## src/rtl/cmp_minmax_tracker.sv

```systemverilog
// Registered signed/unsigned magnitude comparator with a running max/min tracker
// on operand a and a saturating count of consecutive equal samples.
module cmp_minmax_tracker #(
  parameter int WIDTH = 8,
  parameter int CNT_W = 4
) (
  input  logic             clk,
  input  logic             rst,
  input  logic             in_valid,
  input  logic             signed_mode,
  input  logic [WIDTH-1:0] a,
  input  logic [WIDTH-1:0] b,
  input  logic             clr,
  output logic             out_valid,
  output logic             agb,
  output logic             aeb,
  output logic             alb,
  output logic [WIDTH-1:0] max_val,
  output logic [WIDTH-1:0] min_val,
  output logic             stats_valid,
  output logic [CNT_W-1:0] eq_run,
  output logic             tracker_state
);

  // Handshake: a sample is taken on every rising edge where in_valid=1; results
  // appear one cycle later qualified by out_valid. There is no back-pressure.

  typedef enum logic {
    EMPTY    = 1'b0,
    TRACKING = 1'b1
  } state_t;

  state_t           state, state_next;
  logic [WIDTH-1:0] max_next, min_next;
  logic [CNT_W-1:0] run_next;
  logic             a_eq_b, a_gt_b, a_lt_b;

  function automatic logic greater(input logic [WIDTH-1:0] x,
                                   input logic [WIDTH-1:0] y,
                                   input logic             sm);
    if (sm) return $signed(x) > $signed(y);
    else    return x > y;
  endfunction

  always_comb begin
    state_next = state;
    max_next   = max_val;
    min_next   = min_val;
    run_next   = eq_run;
    a_eq_b     = (a == b);
    a_gt_b     = greater(a, b, signed_mode);
    a_lt_b     = !a_eq_b && !a_gt_b;

    if (in_valid) begin
      // clr with a sample restarts the tracker from that sample
      if (clr || state == EMPTY) begin
        state_next = TRACKING;
        max_next   = a;
        min_next   = a;
      end else begin
        if (greater(a, max_val, signed_mode)) max_next = a;
        if (greater(min_val, a, signed_mode)) min_next = a;
      end

      if (!a_eq_b)                run_next = '0;
      else if (clr)               run_next = CNT_W'(1);
      else if (eq_run != '1)      run_next = eq_run + CNT_W'(1);
    end else if (clr) begin
      state_next = EMPTY;
      max_next   = '0;
      min_next   = '0;
      run_next   = '0;
    end
  end

  always_ff @(posedge clk) begin
    if (rst) begin
      state     <= EMPTY;
      out_valid <= 1'b0;
      agb       <= 1'b0;
      aeb       <= 1'b0;
      alb       <= 1'b0;
      max_val   <= '0;
      min_val   <= '0;
      eq_run    <= '0;
    end else begin
      state     <= state_next;
      out_valid <= in_valid;
      if (in_valid) begin
        agb <= a_gt_b;
        aeb <= a_eq_b;
        alb <= a_lt_b;
      end
      max_val <= max_next;
      min_val <= min_next;
      eq_run  <= run_next;
    end
  end

  assign stats_valid   = (state == TRACKING);
  assign tracker_state = state;

endmodule

```

## config.mk

```make
export PLATFORM = sky130hd
export DESIGN_NAME = cmp_minmax_tracker
export DESIGN_NICKNAME = d
export VERILOG_FILES = /design/src/rtl/cmp_minmax_tracker.sv
export SDC_FILE = /design/constraint.sdc
export NUM_CORES = 1
export LEC_CHECK = 0
export CORE_MARGIN = 5
export CORE_UTILIZATION = 47
export DETAILED_ROUTE_END_ITERATION = 10
export PLACE_DENSITY = 0.8
export SYNTH_ARGS = -nofsm -noshare
export SYNTH_HDL_FRONTEND = slang
export SYNTH_SLANG_ARGS = --single-unit
```

## constraint.sdc

```tcl
create_clock -name clk -period 2.9 [get_ports clk]
set_input_delay 0.58 -clock clk [delete_from_list [all_inputs] [get_ports clk]]
set_output_delay 0.58 -clock clk [all_outputs]
set_load 0.1 [all_outputs]
```

==> results.json <==
{
  "fin_util_pct": 63.1,
  "die_h_um": 68.3,
  "drt-pass1-iter-count": 4,
  "status": "finished, final reports clean",
  "syn_inst": 174,
  "synth-main-ff-cell": "dfxtp_1",
  "core-area_mm2": 0.00331,
  "fillers": 299,
  "syn_nets": 220,
  "min_path_cells": 2,
  "reg2reg_slack_ns": 0.77,
  "report.final.slew_viol_count": 0,
  "crit_chain": "clkdlybuf4s50_1, inv_1, ha_1, nor2b_1, o211ai_1, a21oi_1, o221a_2, o41a_1, a32o_1",
  "cp-end-kind": "register",
  "rows": 21,
  "antenna_cells": 0,
  "cts.clk_slew.worst_paths_ns": 0.13,
  "drv_cap": 0,
  "synthAdderAreaFrac_pct": 19.6,
  "yosysTopAreaCell": "dfxtp_1",
  "synthXorXnorAreaFrac_pct": 0,
  "async_flop_share_pct": 0,
  "period_share_pct": 89.7,
  "grt_start_max_net_pins": 17,
  "finClkSkew_ns": 0.00233,
  "ant_nets": 0,
  "drive_gt1_share_pct": 17.3,
  "drtIter0Drc": 51,
  "io_pins": 47,
  "synth_top_area_share_pct": 31.3,
  "crit_path_start_kind": "input port",
  "reg2reg_to": "max_val[7]",
  "cts_buffer_depth": 2,
  "syn_avg_cell_area_um2": 9.18,
  "cp.required_ns": 3.12,
  "routedWlPerCell_um": 13.7,
  "route.vias.total": 1457,
  "synth_area_leaders": "dfxtp_1, ha_1, a32o_1",
  "final-seq-area_um2": 500,
  "path_buf_inv": 2,
  "fin_hold_ws_ns": 0.484,
  "synth_top_family_by_area": "compound AO/OA/AOI/OAI gates",
  "crit_family": "compound AO/OA/AOI/OAI gates",
  "routed_via_density": 5.38,
  "gp_congestion": 0.793,
  "cts_hold_buffers": 0,
  "syn_to_final_growth_pct": 30.9,
  "grt_pass1_wl_mm": 6.24,
  "synth_edf_count": 0,
  "hpwlAfterDp_mm": 3.04,
  "cts_setup_buffers": 0,
  "cp_data_arrival_time_ns": 2.82,
  "cp_max_fo": 8,
  "finalSetupViolCount": 0,
  "cts_tree": "done",
  "setup_slack_ns": 0.298,
  "post_dp_cell_area_mm2": 0.00206,
  "io_buffers": 46,
  "cts.htree.levels": 1,
  "synth_compound_area_share_pct": 25.2,
  "ys_types": 38,
  "post-route-min-period_ns": 2.60,
  "hp-class": "reg2reg",
  "die_x_um": 68.3,
  "p_leak_uw": 0.000952,
  "synth_common_cells": "dfxtp_1, ha_1, inv_1",
  "clkSinkCount": 25,
  "insertion_delay_ns": 0.31,
  "timing.fmax_mhz": 384,
  "multiInputGateArea_um2": 982,
  "worst_path_max_delay_cell": "clkdlybuf4s50_1",
  "yosys_warnings": 0,
  "synthesis.area_mm2": 0.00160,
  "antenna_found_initial": 0,
  "slowest_delay_ns": 0.54,
  "min_from": "aeb",
  "overflow": 0,
  "stdcell_area_mm2": 0.00209,
  "drt_wl_total_mm": 3.73,
  "crit_type": "in2reg",
  "pre_cts_ws_ns": -0.0388,
  "vdd_ir_drop_max_v": 0.000335,
  "grt_setup_unrepaired": "no",
  "nets": 272,
  "grt_util_all_layers_pct": 17.6,
  "yosys.area_share.simple_pct": 14.2,
  "ys_seq_area_share_pct": 31.3,
  "numCtsBuffers": 3,
  "r2r_cells": 8,
  "worstMarginPinSlew_ns": 0.596,
  "drc": 0,
  "synth_mux_area_share_pct": 2.51,
  "cts-resized-gates": 0,
  "grt_pass1_vias": 1386,
  "slew_headroom_pct": 60.0,
  "die_area_mm2": 0.00466,
  "min_to": "aeb",
  "r2r-start": "max_val[1]",
  "root_buffer": "clkbuf_4",
  "synth_seq_cells": 25,
  "hold_viol": 0,
  "start_util_pct": 48.2,
  "fin_setup_tns_ns": 0,
  "pwr_density_cell_mw_per_mm2": 408
}
layout make-up:
class                   count  area share (%)
repair buffers             50            20.4
flip-flops and latches     25            24.0
inverters                  26            4.67
multi-input cells         120            47.0
clock buffers               4            1.26
well taps                  46            2.75
kinds of logic (layout without fill, tap and decap cells):
group	count (synthesis)	count (layout)
DFF	25	25
buffers and inverters	29	80
muxes	4	4
and+or+nand+nor	41	41
AOI/OAI and AO/OA	50	50
adders and majority gates	25	25
layout by cell type, fill, tap and decap left out, types with 2 or more instances in the layout:
cell             Yosys  final
nor2b_1              3      3
buf_4                1     30
ha_1                25     25
nor2_1               9      9
a211oi_1             3      3
nand2b_1             2      2
o211ai_1             3      3
a32o_1              16     16
o21ai_0              2      2
o21ai_1              2      2
inv_1               25     25
mux2i_1              4      4
nand3_1              2      2
clkbuf_4             0      3
dfxtp_1             25     25
nand3b_1             2      2
o41a_1               2      2
clkdlybuf4s50_1      0     20
nand2_1              9      9
a21oi_1             13     13
nand4_1              7      7
power by group:
group	internal (uW)	switching, uW
Sequential	360	12.9
Combinational	106	223
Clock	53.8	97.3
Total	520	333
state kept, by name, summed over array words and instances (netlist names):
| signal | cells |
|---|---|
| aeb | 1 |
| agb | 1 |
| alb | 1 |
| eq_run | 4 |
| max_val | 8 |
| min_val | 8 |
| out_valid | 1 |
| stats_valid | 1 |
worst max-delay path by stage:
stage          cells past startpoint       start          to
5_1_grt                            9        a[1]  min_val[6]
3_3_place_gp                       9        a[1]  min_val[0]
4_1_cts                            9        a[1]  min_val[4]
6_report                           9        a[1]  min_val[4]
2_1_floorplan                      7  min_val[1]  min_val[0]
3_5_place_dp                       9        a[1]  min_val[4]
routing by layer:
metal | part of all wire [%] | global-route usage, % | up-vias
li1 | - | - | 756
met2 | 47 | 31.0 | 41
met1 | 46 | 21.5 | 654
met5 | 0 | 0 | -
met4 | 0.89 | 3.23 | 0
met3 | 5.6 | 4.76 | 6
worst register-to-register path, cell delays in order, from the launching register on:
cell	delay [ns]
dfxtp_1	0.39
inv_1	0.06
ha_1	0.28
nor2b_1	0.13
o211ai_1	0.15
a21oi_1	0.08
o221a_1	0.25
o41a_1	0.45
a32o_1	0.25
stage by stage:
stage / power [uW] / cells
floorplan: 614 / 174
global placement: 705 / 267
detailed placement: 710 / 267
CTS: 863 / 271
global route: 898 / 271
finish: 853 / 271
Note: power is estimated with default switching activity, not from simulation.
